==> config.mk <==
export PLATFORM = sky130hd
export DESIGN_NAME = mmc1_bus_loader_flat
export DESIGN_NICKNAME = d
export VERILOG_FILES = /design/src/rtl/mmc1_bus_loader_pkg.sv /design/src/rtl/mmc1_bus_loader_if.sv /design/src/rtl/mmc1_bus_loader_sync.sv /design/src/rtl/mmc1_bus_loader.sv /design/src/flat_wrapper.sv
export SDC_FILE = /design/constraint.sdc
export NUM_CORES = 1
export LEC_CHECK = 0
export CAP_MARGIN = 0
export CORE_MARGIN = 2
export CORE_UTILIZATION = 47
export DETAILED_ROUTE_END_ITERATION = 12
export PLACE_DENSITY_LB_ADDON = 0.12
export SLEW_MARGIN = 20
export SYNTH_ARGS = -nofsm -noshare
export SYNTH_HDL_FRONTEND = slang
export SYNTH_HIERARCHICAL = 1
export SYNTH_SLANG_ARGS = --single-unit
==> constraint.sdc <==
create_clock -name CLK -period 1.85 [get_ports CLK]
set_input_delay 0.185 -clock CLK [delete_from_list [all_inputs] [get_ports CLK]]
set_output_delay 0.185 -clock CLK [all_outputs]
set_load 0.02 [all_outputs]
==> src/rtl/mmc1_bus_loader_pkg.sv <==
// Shared constants and FSM state type for the MMC1 bus loader.
package mmc1_pkg;

  localparam logic [1:0] SEL_CTRL = 2'b00;
  localparam logic [1:0] SEL_CHR0 = 2'b01;
  localparam logic [1:0] SEL_CHR1 = 2'b10;
  localparam logic [1:0] SEL_PRG  = 2'b11;

  localparam int unsigned LOAD_BITS = 5;

  typedef enum logic [1:0] {
    IDLE,
    LOW,
    HIGH,
    EVAL
  } state_t;

endpackage

==> src/rtl/mmc1_bus_loader_if.sv <==
// Cartridge CPU bus inputs and register-write event outputs of the MMC1 loader.
interface mmc1_bus_if;
  logic       CPU_M2;
  logic       nCPU_ROMSEL;
  logic       nCPU_RW;
  logic       CPU_A14;
  logic       CPU_A13;
  logic       CPU_D0;
  logic       CPU_D7;
  logic       WR_STB;
  logic [1:0] WR_SEL;
  logic [4:0] WR_DATA;
  logic       RST_STB;
  logic [2:0] LOAD_CNT;

  modport slave (
    input  CPU_M2, nCPU_ROMSEL, nCPU_RW, CPU_A14, CPU_A13, CPU_D0, CPU_D7,
    output WR_STB, WR_SEL, WR_DATA, RST_STB, LOAD_CNT
  );

  modport master (
    output CPU_M2, nCPU_ROMSEL, nCPU_RW, CPU_A14, CPU_A13, CPU_D0, CPU_D7,
    input  WR_STB, WR_SEL, WR_DATA, RST_STB, LOAD_CNT
  );
endinterface

==> src/rtl/mmc1_bus_loader_sync.sv <==
// N-stage input synchronizer; FILT>0 adds a level filter requiring FILT
// consecutive differing samples before the output follows.
module mmc1_sync #(
  parameter int unsigned STAGES = 2,
  parameter int unsigned FILT   = 0
) (
  input  logic clk,
  input  logic rst_n,
  input  logic d,
  output logic q
);

  logic [STAGES-1:0] s;

  always_ff @(posedge clk or negedge rst_n) begin
    if (!rst_n) s <= '0;
    else        s <= {s[STAGES-2:0], d};
  end

  generate
    if (FILT == 0) begin : g_plain
      assign q = s[STAGES-1];
    end else begin : g_filt
      localparam int unsigned CW = (FILT > 1) ? $clog2(FILT) : 1;
      logic [CW-1:0] cnt;
      logic          qf;

      always_ff @(posedge clk or negedge rst_n) begin
        if (!rst_n) begin
          cnt <= '0;
          qf  <= 1'b0;
        end else if (s[STAGES-1] != qf) begin
          if (cnt == CW'(FILT - 1)) begin
            qf  <= s[STAGES-1];
            cnt <= '0;
          end else begin
            cnt <= cnt + CW'(1);
          end
        end else begin
          cnt <= '0;
        end
      end

      assign q = qf;
    end
  endgenerate

endmodule

==> src/rtl/mmc1_bus_loader.sv <==
// MMC1 bus front end: oversamples the CPU bus, runs the serial 5-bit load
// protocol and emits single-cycle register-write / reset events.
// Optional: define MMC1_CONSEC_WRITE_FILTER_EN to ignore back-to-back D7=0 writes.
module mmc1_bus_loader
  import mmc1_pkg::*;
#(
  parameter int unsigned SYNC_STAGES = 2,
  parameter int unsigned M2_FILT     = 2
) (
  input  logic       CLK,
  input  logic       nRST,
  mmc1_bus_if.slave  bus
);

  logic m2f, romsel_s, rw_s, a14_s, a13_s, d0_s, d7_s;

  mmc1_sync #(.STAGES(SYNC_STAGES), .FILT(M2_FILT)) u_m2  (.clk(CLK), .rst_n(nRST), .d(bus.CPU_M2),      .q(m2f));
  mmc1_sync #(.STAGES(SYNC_STAGES), .FILT(0))       u_rs  (.clk(CLK), .rst_n(nRST), .d(bus.nCPU_ROMSEL), .q(romsel_s));
  mmc1_sync #(.STAGES(SYNC_STAGES), .FILT(0))       u_rw  (.clk(CLK), .rst_n(nRST), .d(bus.nCPU_RW),     .q(rw_s));
  mmc1_sync #(.STAGES(SYNC_STAGES), .FILT(0))       u_a14 (.clk(CLK), .rst_n(nRST), .d(bus.CPU_A14),     .q(a14_s));
  mmc1_sync #(.STAGES(SYNC_STAGES), .FILT(0))       u_a13 (.clk(CLK), .rst_n(nRST), .d(bus.CPU_A13),     .q(a13_s));
  mmc1_sync #(.STAGES(SYNC_STAGES), .FILT(0))       u_d0  (.clk(CLK), .rst_n(nRST), .d(bus.CPU_D0),      .q(d0_s));
  mmc1_sync #(.STAGES(SYNC_STAGES), .FILT(0))       u_d7  (.clk(CLK), .rst_n(nRST), .d(bus.CPU_D7),      .q(d7_s));

  state_t state, state_nxt;

  always_ff @(posedge CLK or negedge nRST) begin
    if (!nRST) state <= IDLE;
    else       state <= state_nxt;
  end

  always_comb begin
    state_nxt = state;
    unique case (state)
      IDLE: if (!m2f) state_nxt = LOW;
      LOW:  if (m2f)  state_nxt = HIGH;
      HIGH: if (!m2f) state_nxt = EVAL;
      EVAL:           state_nxt = LOW;
      default:        state_nxt = IDLE;
    endcase
  end

  logic                 lat_romsel_n, lat_rw_n, lat_a14, lat_a13, lat_d0, lat_d7;
  logic [LOAD_BITS-2:0] shift_reg;
  logic [2:0]           load_cnt;
  logic                 wr_stb, rst_stb;
  logic [1:0]           wr_sel;
  logic [4:0]           wr_data;
  logic                 is_write, accept;

  assign is_write = !lat_romsel_n && !lat_rw_n;

`ifdef MMC1_CONSEC_WRITE_FILTER_EN
  logic prev_wr;

  always_ff @(posedge CLK or negedge nRST) begin
    if (!nRST)               prev_wr <= 1'b0;
    else if (state == EVAL)  prev_wr <= is_write;
  end

  assign accept = !prev_wr;
`else
  assign accept = 1'b1;
`endif

  always_ff @(posedge CLK or negedge nRST) begin
    if (!nRST) begin
      lat_romsel_n <= 1'b0;
      lat_rw_n     <= 1'b0;
      lat_a14      <= 1'b0;
      lat_a13      <= 1'b0;
      lat_d0       <= 1'b0;
      lat_d7       <= 1'b0;
      shift_reg    <= '0;
      load_cnt     <= '0;
      wr_stb       <= 1'b0;
      rst_stb      <= 1'b0;
      wr_sel       <= '0;
      wr_data      <= '0;
    end else begin
      wr_stb  <= 1'b0;
      rst_stb <= 1'b0;
      // Keep the last sample taken while M2 was still seen high
      if (state == HIGH && m2f) begin
        lat_romsel_n <= romsel_s;
        lat_rw_n     <= rw_s;
        lat_a14      <= a14_s;
        lat_a13      <= a13_s;
        lat_d0       <= d0_s;
        lat_d7       <= d7_s;
      end
      if (state == EVAL && is_write) begin
        if (lat_d7) begin
          shift_reg <= '0;
          load_cnt  <= '0;
          rst_stb   <= 1'b1;
        end else if (accept) begin
          if (load_cnt == 3'(LOAD_BITS - 1)) begin
            wr_data   <= {lat_d0, shift_reg};
            wr_sel    <= {lat_a14, lat_a13};
            wr_stb    <= 1'b1;
            shift_reg <= '0;
            load_cnt  <= '0;
          end else begin
            shift_reg[load_cnt[1:0]] <= lat_d0;
            load_cnt                 <= load_cnt + 3'd1;
          end
        end
      end
    end
  end

  assign bus.WR_STB   = wr_stb;
  assign bus.RST_STB  = rst_stb;
  assign bus.WR_SEL   = wr_sel;
  assign bus.WR_DATA  = wr_data;
  assign bus.LOAD_CNT = load_cnt;

endmodule

==> src/flat_wrapper.sv <==
// flat-port wrapper written by rule: the top's interface ports become plain ports
module mmc1_bus_loader_flat import mmc1_pkg::*;
#(
  parameter int unsigned SYNC_STAGES = 2,
  parameter int unsigned M2_FILT     = 2
)
  (CLK, nRST, bus_CPU_M2, bus_nCPU_ROMSEL, bus_nCPU_RW, bus_CPU_A14, bus_CPU_A13, bus_CPU_D0, bus_CPU_D7, bus_WR_STB, bus_WR_SEL, bus_WR_DATA, bus_RST_STB, bus_LOAD_CNT);
  mmc1_bus_if bus_i ();
  input  logic CLK;
  input  logic nRST;
  input wire logic [$bits(bus_i.CPU_M2)-1:0] bus_CPU_M2;
  input wire logic [$bits(bus_i.nCPU_ROMSEL)-1:0] bus_nCPU_ROMSEL;
  input wire logic [$bits(bus_i.nCPU_RW)-1:0] bus_nCPU_RW;
  input wire logic [$bits(bus_i.CPU_A14)-1:0] bus_CPU_A14;
  input wire logic [$bits(bus_i.CPU_A13)-1:0] bus_CPU_A13;
  input wire logic [$bits(bus_i.CPU_D0)-1:0] bus_CPU_D0;
  input wire logic [$bits(bus_i.CPU_D7)-1:0] bus_CPU_D7;
  output wire logic [$bits(bus_i.WR_STB)-1:0] bus_WR_STB;
  output wire logic [$bits(bus_i.WR_SEL)-1:0] bus_WR_SEL;
  output wire logic [$bits(bus_i.WR_DATA)-1:0] bus_WR_DATA;
  output wire logic [$bits(bus_i.RST_STB)-1:0] bus_RST_STB;
  output wire logic [$bits(bus_i.LOAD_CNT)-1:0] bus_LOAD_CNT;
  assign bus_i.CPU_M2 = bus_CPU_M2;
  assign bus_i.nCPU_ROMSEL = bus_nCPU_ROMSEL;
  assign bus_i.nCPU_RW = bus_nCPU_RW;
  assign bus_i.CPU_A14 = bus_CPU_A14;
  assign bus_i.CPU_A13 = bus_CPU_A13;
  assign bus_i.CPU_D0 = bus_CPU_D0;
  assign bus_i.CPU_D7 = bus_CPU_D7;
  assign bus_WR_STB = bus_i.WR_STB;
  assign bus_WR_SEL = bus_i.WR_SEL;
  assign bus_WR_DATA = bus_i.WR_DATA;
  assign bus_RST_STB = bus_i.RST_STB;
  assign bus_LOAD_CNT = bus_i.LOAD_CNT;
  mmc1_bus_loader #(.SYNC_STAGES(SYNC_STAGES), .M2_FILT(M2_FILT)) u_core (.CLK(CLK), .nRST(nRST), .bus(bus_i));
endmodule
==> results of run 1 <==
area by class of cell:
class | count | area [sq um]
Fill cell | 269 | 1170
Timing Repair Buffer | 26 | 255
Clock buffer | 5 | 37.5
Inverter | 5 | 18.8
Tap cell | 44 | 55.1
Sequential cell | 40 | 1000
Clock inverter | 3 | 23.8
Multi-Input combinational cell | 58 | 495
synthesized netlist by cell type, drive strengths merged:
master  instances  area (sq um)
o21ai           9          45.0
and2            1          6.26
a21o            1          7.51
or3b            1          11.3
nor3b           2          15.0
nand3b          1          7.51
a21oi           3          15.0
nor2            2          7.51
nor3            1          16.3
ha              8           100
a31oi           2          12.5
nor2b           1          6.26
nand3           1          5.00
nand2           4          15.0
xnor2           1          8.76
inv             5          18.8
dfrtp          40          1000
a22o            3          26.3
nor4b           1          8.76
and3            1          6.26
mux2           15           173
report_power, final:
group | switching, uW | internal [uW] | leakage, uW
clock | 295 | 150 | 0.0000274
combinational | 501 | 576 | 0.000341
sequential | 220 | 1140 | 0.000491
what timing repair did:
item	4_1_cts	5_1_grt
gates resized for setup	0	1
setup buffers	0	1
setup endpoints to repair	0	7
hold buffers	1	0
hold endpoints to repair	40	0
worst paths after layout:
kind / depth (start not counted) / slack [ns] / to / from
hold reg to reg: 0 / 0.36 / u_core/u_a13/s[1] / u_core/u_a13/s[0]
hold / removal: 1 / 0.26 / u_core/u_a14/s[0] / bus_CPU_A14
min in group asynchronous: 3 / 0.32 / u_core/shift_reg[2] / nRST
setup / recovery: 5 / 0.06 / u_core/bus.WR_SEL[0] / u_core/state[1]
setup reg to reg: 5 / 0.06 / u_core/bus.WR_SEL[0] / u_core/state[1]
max in group asynchronous: 3 / 1.34 / u_core/state[0] / nRST
per-layer routing:
layer / global-route usage [%] / wire, um
met2: 22.0 / 1160
met4: 6.52 / 14
met3: 6.40 / 121
met1: 20.3 / 1040
met5: 0 / 0
metrics by stage:
step                      utilization, %  area, sq um
final                               61.8         1890
after CTS                           61.5         1880
after floorplan                        -         1510
after global placement              59.1         1810
after detailed placement            59.1         1810
after global routing                61.8         1890
placed cells by master, fill, tap and decap left out, types with 2 or more instances in the layout:
cell	n
mux2_2	14
nor2_1	2
o21ai_0	9
buf_4	4
ha_1	7
clkdlybuf4s50_1	19
a21oi_1	3
clkbuf_4	5
nor3b_1	2
a22o_1	3
nand2_1	4
dfrtp_1	40
clkinvlp_4	2
a31oi_1	2
inv_1	5
critical path, delay by kind of cell, from the launching register on:
| family | cells | cell delay [ns] |
|---|---|---|
| adders and majority gates | 1 | 0.20 |
| buffers and inverters | 1 | 0.16 |
| DFF | 1 | 0.41 |
| muxes | 1 | 0.32 |
| and+or+nand+nor | 2 | 0.59 |
cell families after synthesis:
| logic type | count (synthesis) | synth area share [%] |
|---|---|---|
| AND/OR/NAND/NOR | 16 | 6.95 |
| adder cells (fa/ha/maj) | 8 | 6.62 |
| buffers and inverters | 5 | 1.24 |
| flip-flops | 40 | 66.2 |
| XOR/XNOR | 1 | 0.579 |
| multiplexers | 15 | 11.4 |
| AO/OA/AOI/OAI | 18 | 7.03 |
==> results.txt, run 1 <==
- Crit path required time: 2.09 ns
- Class of the most critical hold timing path: in -> reg
* Setup WS pre-CTS: about 0.069 ns
- Post-detailed-route DRC marker count: 0
- The finished layout holds 181 standard cells, fillers aside.
* Worst setup skew after layout: 0.00629 ns
* Pin count of the biggest net entering global routing: 41
* Root Buffer: clkbuf_4
- Run status: complete, no violations
- Area of the mapped netlist: around 0.0015 sq mm
* Antenna-violating nets left: 0
- Cell count after synthesis: 103
* Final-report setup violation count: 0
- CTS built an H-tree with a depth of 2.
* Number of buffers added by the clock tree synthesis step: 5
* Setup crit end kind: flip-flop
- Average cell area after synthesis: 14.7 sq um
- Maximum capacitance violations: 0
- Crit share post-route: just under 100%
- In this run the static leakage power is about 0.00086 uW.
- VDD sags by at most 0.878 mV.
- The number of nets in the synthesized netlist is 120.
- Clock slew seen by the registers of the worst setup and hold paths: about 0.13 ns
- Register bit count reported by yosys: 40
- In the final layout, the share of cells above drive strength 1 is 23.4%.
- Routed WL per cell: approximately 13 um
- On the final layout, the worst hold slack is between 0.2 and 0.3 ns.
- Highest cell delay on the worst timing path: 0.41 ns
- For the worst-skew pair, the clock arrives at the later sink with an insertion delay of roughly 0.35 ns.
- The critical path goes through ha_2 -> or3b_4 -> nor3_4 -> buf_4 -> mux2_2.
- Area inside the core boundary: ~0.003 sq mm
* Cell row count: 20
- Pins Over Slew Limit: 0
- After the last flow step, the layout net total stands at around 150.
- The number of global-route vias before repair is around 850.
- Crit path launch type: flip-flop
* CP arrival: 2.03 ns
- Power density over the cells: between 1500 and 2000 mW/mm^2
* Detailed-router iteration count before antenna repair: 4
- Detailed routing inserted a total of a little under 900 vias.
- After layout, the worst setup slack is ~0.063 ns.
- At the pin with the least slew margin, the transition time is between 0.4 and 0.5 ns.
- No sink is reached through more buffers than the 2 on the longest clock path.
- Global routing finished with a remaining overflow of 0.
- In this run, distinct cell masters in the synthesized netlist total 22.
- RSZ-0062 raised after global routing: true
* Clock net sink count: 40
* Antenna violations before repair: 0
- In the global route stage, overall resource usage came out at approximately 15%.
* Violation count after the first detailed-routing iteration: 13
* Antenna Cells: 0
* Highest-delay cell along the critical path: dfrtp_1
- TritonCTS built the clock tree.
* RePlAce Congestion: 0.704
- Counting tap cells, the placed design contains a total of around 170 instances.
- The first global-routing pass estimated roughly 3.9 mm of wire.
- Yosys warning count: 6
- From synthesis to final layout, the design area changed by 24.7%.
* Part of the Yosys area used for sequential elements: between 60% and 70%
- Achievable Freq: about 560 MHz
- Shortest clock period the worst path allows after layout: about 1.8 ns
* Max reg flops: 5
* Floorplan die height: ~61 um
* I/O pins: 21
* Headroom to the max-slew limit: between 70% and 80%
- Total Power: between 2000 and 3000 uW
- Port buffering added 20 buffers.
* Die Outline Area: between 0.003 and 0.004 sq mm
* HPWL after detailed placement: about 1.6 mm
* Endpoints failing hold: 0
* Average vias per placed instance: between 4 and 5
- Critical path peak fanout: 4
- The die is just over 60 um wide.
- Initial core utilization: between 40% and 50%
- Summed over all failing endpoints, the final setup total negative slack is 0 ns.
- The worst setup path is of the reg -> reg kind.
* Total detailed-routing wirelength: between 2 and 2.5 mm
(Power assumes the default switching activity.)
==> run 2, diff against run 1 <==
Settings changed: CTS_CLUSTER_DIAMETER set to 150.
==> results of run 2 <==
Final layout, timing and power as in run 1 (identical DEF).
